`src/rtl/id_operand_stage.sv`:
```
`default_nettype none
// ============================================================================
// Module      : id_operand_stage
// Description : RV32I decode/operand stage with regfile bypass, busy
//               scoreboard for RAW/WAW stalls, and a valid/ready output register.
// Revision    : 1.0 - initial release
// ============================================================================
module id_operand_stage #(
    parameter int XLEN = 32,
    parameter int NREG = 32
) (
    input  logic            clk_regs,
    input  logic            rst_n,
    input  logic            if_valid,
    output logic            if_ready,
    input  logic [XLEN-1:0] if_instr,
    input  logic [XLEN-1:0] if_pc,
    output logic [4:0]      R_ADDR_A,
    output logic [4:0]      R_ADDR_B,
    input  logic [XLEN-1:0] R_Data_A,
    input  logic [XLEN-1:0] R_Data_B,
    input  logic            wb_we,
    input  logic [4:0]      wb_addr,
    input  logic [XLEN-1:0] wb_data,
    input  logic            flush,
    output logic            ex_valid,
    input  logic            ex_ready,
    output logic [XLEN-1:0] ex_pc,
    output logic [XLEN-1:0] ex_op_a,
    output logic [XLEN-1:0] ex_op_b,
    output logic [XLEN-1:0] ex_imm,
    output logic [4:0]      ex_rd,
    output logic            ex_rd_we,
    output logic [6:0]      ex_opcode,
    output logic [2:0]      ex_funct3,
    output logic            ex_funct7b5,
    output logic            ex_illegal
);

    localparam logic [6:0] c_OP_LUI    = 7'b0110111;
    localparam logic [6:0] c_OP_AUIPC  = 7'b0010111;
    localparam logic [6:0] c_OP_JAL    = 7'b1101111;
    localparam logic [6:0] c_OP_JALR   = 7'b1100111;
    localparam logic [6:0] c_OP_BRANCH = 7'b1100011;
    localparam logic [6:0] c_OP_LOAD   = 7'b0000011;
    localparam logic [6:0] c_OP_STORE  = 7'b0100011;
    localparam logic [6:0] c_OP_OPIMM  = 7'b0010011;
    localparam logic [6:0] c_OP_OP     = 7'b0110011;
    localparam logic [6:0] c_OP_FENCE  = 7'b0001111;
    localparam logic [6:0] c_OP_SYSTEM = 7'b1110011;

    logic [6:0]      w_opcode;
    logic [4:0]      w_rs1, w_rs2, w_rd;
    logic            w_legal, w_use_rs1, w_use_rs2, w_writes, w_rd_we;
    logic [XLEN-1:0] w_imm, w_op_a, w_op_b;
    logic            w_byp_a, w_byp_b, w_byp_rd, w_hazard, w_accept;
    logic [NREG-1:0] r_busy, w_busy_nxt;

    logic            r_valid, r_rd_we, r_funct7b5, r_illegal;
    logic [XLEN-1:0] r_pc, r_op_a, r_op_b, r_imm;
    logic [4:0]      r_rd;
    logic [6:0]      r_opcode;
    logic [2:0]      r_funct3;

    assign w_opcode = if_instr[6:0];
    assign w_rd     = if_instr[11:7];
    assign w_rs1    = if_instr[19:15];
    assign w_rs2    = if_instr[24:20];
    assign R_ADDR_A = w_rs1;
    assign R_ADDR_B = w_rs2;

    always_comb begin
        w_legal   = 1'b1;
        w_use_rs1 = 1'b1;
        w_use_rs2 = 1'b0;
        w_writes  = 1'b0;
        w_imm     = '0;
        case (w_opcode)
            c_OP_LUI, c_OP_AUIPC: begin
                w_use_rs1 = 1'b0;
                w_writes  = 1'b1;
                w_imm     = {if_instr[31:12], 12'b0};
            end
            c_OP_JAL: begin
                w_use_rs1 = 1'b0;
                w_writes  = 1'b1;
                w_imm     = {{12{if_instr[31]}}, if_instr[19:12], if_instr[20],
                             if_instr[30:21], 1'b0};
            end
            c_OP_JALR, c_OP_LOAD, c_OP_OPIMM: begin
                w_writes = 1'b1;
                w_imm    = {{20{if_instr[31]}}, if_instr[31:20]};
            end
            c_OP_OP: begin
                w_use_rs2 = 1'b1;
                w_writes  = 1'b1;
            end
            c_OP_STORE: begin
                w_use_rs2 = 1'b1;
                w_imm     = {{20{if_instr[31]}}, if_instr[31:25], if_instr[11:7]};
            end
            c_OP_BRANCH: begin
                w_use_rs2 = 1'b1;
                w_imm     = {{20{if_instr[31]}}, if_instr[7], if_instr[30:25],
                             if_instr[11:8], 1'b0};
            end
            c_OP_FENCE, c_OP_SYSTEM: begin
                w_imm = {{20{if_instr[31]}}, if_instr[31:20]};
            end
            default: begin
                w_legal   = 1'b0;
                w_use_rs1 = 1'b0;
            end
        endcase
    end

    assign w_rd_we  = w_writes && (w_rd != 5'd0);
    assign w_byp_a  = wb_we && (wb_addr == w_rs1);
    assign w_byp_b  = wb_we && (wb_addr == w_rs2);
    assign w_byp_rd = wb_we && (wb_addr == w_rd);

    assign w_op_a = (!w_use_rs1 || w_rs1 == 5'd0) ? '0 : (w_byp_a ? wb_data : R_Data_A);
    assign w_op_b = (!w_use_rs2 || w_rs2 == 5'd0) ? '0 : (w_byp_b ? wb_data : R_Data_B);

    assign w_hazard = (w_use_rs1 && r_busy[w_rs1] && !w_byp_a)
                   || (w_use_rs2 && r_busy[w_rs2] && !w_byp_b)
                   || (w_rd_we   && r_busy[w_rd]  && !w_byp_rd);

    assign if_ready = !flush && !w_hazard && (!r_valid || ex_ready);
    assign w_accept = if_valid && if_ready;

    // Clears are applied before the set so a new writer wins over a retiring one.
    always_comb begin
        w_busy_nxt = r_busy;
        if (flush && r_valid && r_rd_we)
            w_busy_nxt[r_rd] = 1'b0;
        if (wb_we)
            w_busy_nxt[wb_addr] = 1'b0;
        if (w_accept && w_rd_we)
            w_busy_nxt[w_rd] = 1'b1;
        w_busy_nxt[0] = 1'b0;
    end

    always_ff @(posedge clk_regs or negedge rst_n) begin
        if (!rst_n)
            r_busy <= '0;
        else
            r_busy <= w_busy_nxt;
    end

    always_ff @(posedge clk_regs or negedge rst_n) begin
        if (!rst_n) begin
            r_valid    <= 1'b0;
            r_pc       <= '0;
            r_op_a     <= '0;
            r_op_b     <= '0;
            r_imm      <= '0;
            r_rd       <= '0;
            r_rd_we    <= 1'b0;
            r_opcode   <= '0;
            r_funct3   <= '0;
            r_funct7b5 <= 1'b0;
            r_illegal  <= 1'b0;
        end else if (flush) begin
            r_valid <= 1'b0;
        end else if (w_accept) begin
            r_valid    <= 1'b1;
            r_pc       <= if_pc;
            r_op_a     <= w_op_a;
            r_op_b     <= w_op_b;
            r_imm      <= w_imm;
            r_rd       <= w_rd;
            r_rd_we    <= w_rd_we;
            r_opcode   <= w_opcode;
            r_funct3   <= if_instr[14:12];
            r_funct7b5 <= if_instr[30];
            r_illegal  <= !w_legal;
        end else if (ex_ready) begin
            r_valid <= 1'b0;
        end
    end

    assign ex_valid    = r_valid;
    assign ex_pc       = r_pc;
    assign ex_op_a     = r_op_a;
    assign ex_op_b     = r_op_b;
    assign ex_imm      = r_imm;
    assign ex_rd       = r_rd;
    assign ex_rd_we    = r_rd_we;
    assign ex_opcode   = r_opcode;
    assign ex_funct3   = r_funct3;
    assign ex_funct7b5 = r_funct7b5;
    assign ex_illegal  = r_illegal;

endmodule
`default_nettype wire
```
`config.mk`:
```
export PLATFORM = sky130hd
export DESIGN_NAME = id_operand_stage
export DESIGN_NICKNAME = d
export VERILOG_FILES = /design/src/rtl/id_operand_stage.sv
export SDC_FILE = /design/constraint.sdc
export NUM_CORES = 1
export LEC_CHECK = 0
export ABC_CLOCK_PERIOD_IN_PS = 4700
export CAP_MARGIN = 20
export CELL_PAD_IN_SITES_DETAIL_PLACEMENT = 1
export CELL_PAD_IN_SITES_GLOBAL_PLACEMENT = 1
export CORE_UTILIZATION = 36
export DETAILED_ROUTE_END_ITERATION = 12
export PLACE_DENSITY = 0.92
export SLEW_MARGIN = 20
export SYNTH_ARGS = -nofsm -noshare
export SYNTH_HDL_FRONTEND = slang
export SYNTH_SLANG_ARGS = --single-unit
```
`constraint.sdc`:
```
create_clock -name clk_regs -period 4.7 [get_ports clk_regs]
set_input_delay 0.94 -clock clk_regs [delete_from_list [all_inputs] [get_ports clk_regs]]
set_output_delay 0.94 -clock clk_regs [all_outputs]
set_load 0.005 [all_outputs]
```
==> results.yml <==
layout:
  nets: 1302
  layout_common_cells: "clkdlybuf4s50_1, dfrtp_1, nor2_1, mux2_2, mux2i_1"
  drive_gt1_share_pct: 16.9
  syn_to_final_growth_pct: 43.0
  stdcell_count: 1486
  final_common_cell: "clkdlybuf4s50_1"
  fillCellCount: 2786
critical_path:
  endpoint: "if_ready"
  worst_r2r_path_depth: 8
  max_stage_delay_ns: 0.71
  path_delay_family: "buffers and inverters"
  setup.worst_path.class: "in2out"
  crit_chain: "clkdlybuf4s50_1 > mux2_2 > a2111oi_0 > nor4_1 > o211ai_1 > and3_4 > dlymetal6s2s_1"
  reg2reg_to: "ex_op_b[5]$_DFFE_PN0P_"
  cp-end-kind: "primary output"
  start_kind: "input port"
  arrival_ns: 3.38
  r2r_start: "r_busy[26]$_DFF_PN0_"
  crit_start: "if_instr[17]"
  path_max_fanout: 6
  cp.buffers_inverters: 2
  required_ns: 3.76
  crit_cells: 7
  r2r_slack_ns: 1.43
  crit_path_top_delay_cell: "clkdlybuf4s50_1"
yosys:
  synthMuxAreaShare_pct: 27.7
  synth_simple_gate_area_share_pct: 8.96
  yosys.area_share.xor_xnor_pct: 1.43
  syn_inst: 826
  yosysUniqueCellTypes: 53
  synth_top_family_by_area: "multiplexers"
  synthesis.area_mm2: 0.00982
  synth_compound_area_share_pct: 10.7
  synth.avg_cell_area_um2: 11.9
  synthesis.nets: 997
  synth_edf_count: 0
  synth_fa_ha_area_share_pct: 0
  synth-async-reset-ratio_pct: 100
  seq_area_frac_synth_pct: 45.4
  yosys_warnings: 0
  ys.flop_type: "dfrtp_1"
  synth_seq_cells: 178
sta:
  min_period_ns: 4.32
  slew_headroom_pct: 39.5
  drv_slew: 0
  fmax_ghz: 0.232
  tns_ns: 0
  rsz0062_at_grt: "false"
  clock_skew_ns: 0.0188
  setup_violations: 0
  worstMarginPinSlew_ns: 0.906
  hold_viol: 0
  hold_ws_ns: 0.493
  fin_crit_sh_pct: 91.8
placement:
  placedCellCount: 1453
  numPortBuffers: 328
  dp_hpwl_um: 27300
  gp_congestion: 0.938
clocking:
  cts-root-buf: "clkbuf_16"
  cts.sinks: 178
  tritoncts: "yes"
  clkSlewWorstSetupHoldPaths_ns: 0.09
  cts_made_buffers: 17
  cts_setup_buffers: 0
  clk-insertion-delay-late_ns: 0.44
  clockBufferDepth: 2
  htreeDepth: 4
floorplan:
  die_area_mm2: 0.0279
  dieHeight_um: 167
  core_mm2: 0.0269
  io_pins: 329
  num_rows: 60
  die_w_um: 167
  start_util_pct: 36.5
pwr:
  fin_total_pwr_uw: 4100
  leakage_uw: 0.00618
  p_per_area_mw_per_mm2: 292
  vdd_ir_drop_max_mv: 0.212
routing:
  ant_nets: 0
  avgViaCountPerCell: 5.82
  remaining_drc_errors: 0
  dr.pass1.iters: 5
  routedWlPerCell_um: 25.0
  vias: 8649
  drt-initial-drc-count: 967
  wl_um: 37200
grt:
  grt_overflow: 0
  grt_pass1_vias: 9306
  grt_antenna_before_repair: 1
  grt_pass1_wl_um: 56900
  grt_usage_pct: 26.7
  grt_max_degree: 81
run_status:
  status: "complete, no violations"
run:
  max_cap_viol_count: 0
worst_hold_path:
  hold_class: "reg2reg"
[timing repair]
action                                  in CTS  in global routing
endpoints found under the hold margin        0                  0
hold buffers                                 0                  0
endpoints found under the setup margin       1                  1
gates resized for setup                      1                  5
[area by class of cell]
cell class	instances	area (um^2)	share of cell area, %
antenna	1	2.50	0.0178
clock buffer	17	425	3.03
clock inverter	15	178	1.27
inverter	10	37.5	0.267
multi-input combinational	551	4820	34.4
sequential	178	4450	31.7
tap	341	427	3.04
timing repair buffer	373	3690	26.3
[cells by family after synthesis]
logic type | count (synthesis)
compound gates | 130
xor+xnor | 16
buf+inv | 97
flops | 178
mux | 228
simple gates | 177
[sequential cells by signal (all words and copies together), names as in the netlist]
signal       cells
ex_illegal       1
ex_funct3        3
ex_pc           32
ex_rd            5
ex_rd_we         1
ex_funct7b5      1
ex_valid         1
ex_op_b         32
r_busy          31
ex_op_a         32
ex_imm          32
ex_opcode        7
[power by group]
group	leakage, uW	switching [uW]	internal, uW
logic	0.00355	369	515
clock network	0.000290	745	724
registers	0.00234	97.3	1650
total	0.00618	1210	2890
[stage by stage]
stage                     instance area [um^2]  utilization, %  setup WS, ns
after detailed placement                 13400            49.9       -0.0427
after global placement                   13400            49.9       0.00594
after CTS                                14000            52.2        0.0169
after global routing                     14000            52.2         0.365
after floorplan                           9820               -         0.788
final                                    14000            52.2         0.383
[cell usage after synthesis (3+ instances only)]
master	instances	share of area (%)
dfrtp_1	178	45
nor2_1	79	3.0
mux2_2	78	8.9
mux2i_1	76	7.7
mux2_1	52	6.0
clkbuf_1	43	1.6
o221ai_1	31	2.8
o41ai_1	31	2.8
nand2_1	30	1.1
mux4_2	21	4.8
buf_4	17	1.3
a22o_1	14	1.2
a31oi_1	14	0.89
nand3b_1	14	1.1
a41oi_1	13	1.2
xor2_1	13	1.2
buf_1	10	0.38
inv_1	10	0.38
nand3_1	10	0.51
o21ai_0	9	0.46
buf_2	8	0.41
buf_12	7	1.4
nand2b_1	6	0.38
nor4_1	6	0.38
or3b_2	6	0.54
nor3_1	4	0.20
nor3b_1	4	0.31
o22ai_1	4	0.25
or3_1	4	0.25
nor2b_1	3	0.19
xnor2_1	3	0.27
[worst min-delay path by stage]
stage | start | endpoint | slack [ns] | cells after the start
floorplan | ex_op_a[11]$_DFFE_PN0P_ | ex_op_a[11]$_DFFE_PN0P_ | 0.48 | 1
global placement | ex_op_a[21]$_DFFE_PN0P_ | ex_op_a[21]$_DFFE_PN0P_ | 0.47 | 1
detailed placement | ex_pc[1]$_DFFE_PN0P_ | ex_pc[1]$_DFFE_PN0P_ | 0.48 | 1
CTS | ex_pc[1]$_DFFE_PN0P_ | ex_pc[1]$_DFFE_PN0P_ | 0.50 | 1
global route | ex_pc[1]$_DFFE_PN0P_ | ex_pc[1]$_DFFE_PN0P_ | 0.52 | 1
finish | ex_pc[1]$_DFFE_PN0P_ | ex_pc[1]$_DFFE_PN0P_ | 0.49 | 1
[per-layer routing]
layer	track usage [%]	share of wire, %	up-vias
li1	-	-	3705
met1	31.4	37	4364
met2	47.0	51	480
met3	5.44	7.3	100
met4	12.1	4.0	0
met5	0	0	-
No activity file was read; power rests on OpenSTA's default activity.
==> RTL change (config.mk and constraints unchanged) <==
Reset style: synchronous (`rst_n`), changed in 2 clocked blocks.
--- a/src/rtl/id_operand_stage.sv
+++ b/src/rtl/id_operand_stage.sv
@@ -143,3 +143,3 @@
 
-    always_ff @(posedge clk_regs or negedge rst_n) begin
+    always_ff @(posedge clk_regs) begin
         if (!rst_n)
@@ -150,3 +150,3 @@
 
-    always_ff @(posedge clk_regs or negedge rst_n) begin
+    always_ff @(posedge clk_regs) begin
         if (!rst_n) begin
Function: differs if rst_n is asserted again (counterexample within 4 cycles, from zero or initial values and one cycle with rst_n low); with rst_n held inactive, the same outputs for 4 cycles.
==> RTL change against the original RTL <==
Non-clock buffer count rose by 14. Routed wire length rose by 9.9%. Critical path depth rose by 3. Sequential cell count did not move. Worst setup slack got worse by 180 ps. Register-to-register slack got worse by 300 ps. Design area fell by 1.8%. Area after synthesis fell by 3.5%. Via count rose by 18%. Total power fell by 10%.
==> RTL change: results (changes against the original RTL) <==
[status]
status=complete, no violations

[routing]
via_per_inst=5.925  ; +1.8%
num_vias=10230  ; +18%
wl_per_cell_um=23.65  ; -5.5%
drt_iter0_drc=802  ; -17%

[logic_synthesis]
syn-num-nets=1270  ; +27%
ys_top_cells_by_area=dfxtp_1 38%, mux2i_1 9.9%, nand2_1 8.2%
synthTopCellsByCount=206 x nand2_1, 178 x dfxtp_1, 94 x mux2i_1, 92 x clkbuf_1, 67 x a21oi_1
syn-instance-count=1099  ; +33%
ys_seq_area_frac=0.3762  ; -0.07751
synth-main-ff-cell=dfxtp_1
synth_cell_types=50  ; -5.7%
synthArstFlopShare=0  ; -1.000

[place]
place.gp.congestion=0.9547  ; +1.8%
place_area_um2=13160  ; -1.9%
hpwl_um=28710  ; +5.1%
placed_cells=1693  ; +17%
place_ws_ps=-336.0  ; -293.3 ps

[global_routing]
grt_pass1_vias=10640  ; +14%
antenna_found_initial=2  ; +1
track_usage=0.2942  ; +0.02716
grt_start_max_net_pins=90  ; +11%
grt_pass1_wl_um=60550  ; +6.4%

[timing]
clock-skew-final_ps=14.82  ; -3.981 ps
holdWs_ps=449.0  ; -44.03 ps
relSlewSlack=0.2418  ; -0.1530
period_share=0.9564  ; +0.03794

[finish]
drive_above_1_share=0.1180  ; -0.05072
fill_cells=2947  ; +5.8%
final_nets=1549  ; +19%

[pwr]
ir_drop_mv=0.1405  ; -34%
p_leak_nw=4.786  ; -23%

[hold_path]
min_path_type=flip-flop to flip-flop

[worst_setup_path]
worstPathMaxFanout=5  ; -1

[clock_tree]
cts.clk_slew.worst_paths_ps=70  ; -20 ps

## RTL change: per-stage QoR
stage / setup TNS (ps) / total power, mW / util
floorplan: 0 / 1.857 / -
global placement: -233.4 / 2.202 / 0.5078
detailed placement: -349.4 / 2.220 / 0.5078
CTS: 0 / 3.710 / 0.5319
global route: 0 / 3.814 / 0.5322
finish: 0 / 3.686 / 0.5322
## RTL change: cell families (layout without fill, tap and decap cells)
| group | Yosys count | count (layout) | synth area share |
|---|---|---|---|
| AO/OA/AOI/OAI | 254 | 254 | 0.1757 |
| XOR/XNOR | 15 | 15 | 0.01387 |
| buffers and inverters | 134 | 425 | 0.06156 |
| flip-flops | 178 | 178 | 0.3762 |
| multiplexers | 148 | 148 | 0.1861 |
| other | 0 | 2 | 0 |
| AND/OR/NAND/NOR | 370 | 370 | 0.1865 |
## RTL change: where the power goes
group / switching, mW / internal [mW]
Combinational: 0.300 / 0.322
Sequential: 0.0262 / 1.55
Clock: 0.690 / 0.802
Total: 1.02 / 2.67
## RTL change: metal layers
layer / global-route usage / wire length, µm / vias to the layer above
met2: 0.4967 / 19700 / 518
met3: 0.06667 / 3333 / 129
met5: 0 / 0 / -
li1: - / - / 4602
met4: 0.1595 / 1915 / 0
met1: 0.3442 / 15900 / 4984
## RTL change: layout make-up
| class | instances | area (µm²) | area share |
|---|---|---|---|
| Multi-Input combinational cell | 787 | 5386 | 0.3906 |
| Tap cell | 335 | 419.2 | 0.03040 |
| Clock inverter | 14 | 170.2 | 0.01234 |
| Clock buffer | 17 | 425.4 | 0.03085 |
| Timing Repair Buffer | 387 | 3794 | 0.2751 |
| Antenna cell | 2 | 5.005 | 0.0003629 |
| Sequential cell | 178 | 3563 | 0.2584 |
| Inverter | 7 | 26.28 | 0.001905 |
## RTL change: worst paths after layout
kind                              startpoint  depth (start not counted)          end
worst min-delay path             ex_op_b[22]                          2  ex_op_b[22]
worst max-delay path            if_instr[22]                         10     if_ready
worst max register to register    r_busy[30]                         10   ex_op_b[8]
worst min register to register   ex_op_b[22]                          2  ex_op_b[22]
## RTL change: timing repair
item                       CTS  global route
setup endpoints to repair    1             0
resized for setup            8             0
buffers inserted             1             0
## RTL change: critical path, cell delays in order
cell             delay [ps]
clkdlybuf4s50_1         480
buf_6                   130
mux4_2                  490
and3_1                  220
o41ai_2                 350
buf_4                   170
a211oi_1                100
nor4_2                  250
buf_4                   180
dlygate4sd2_1           250
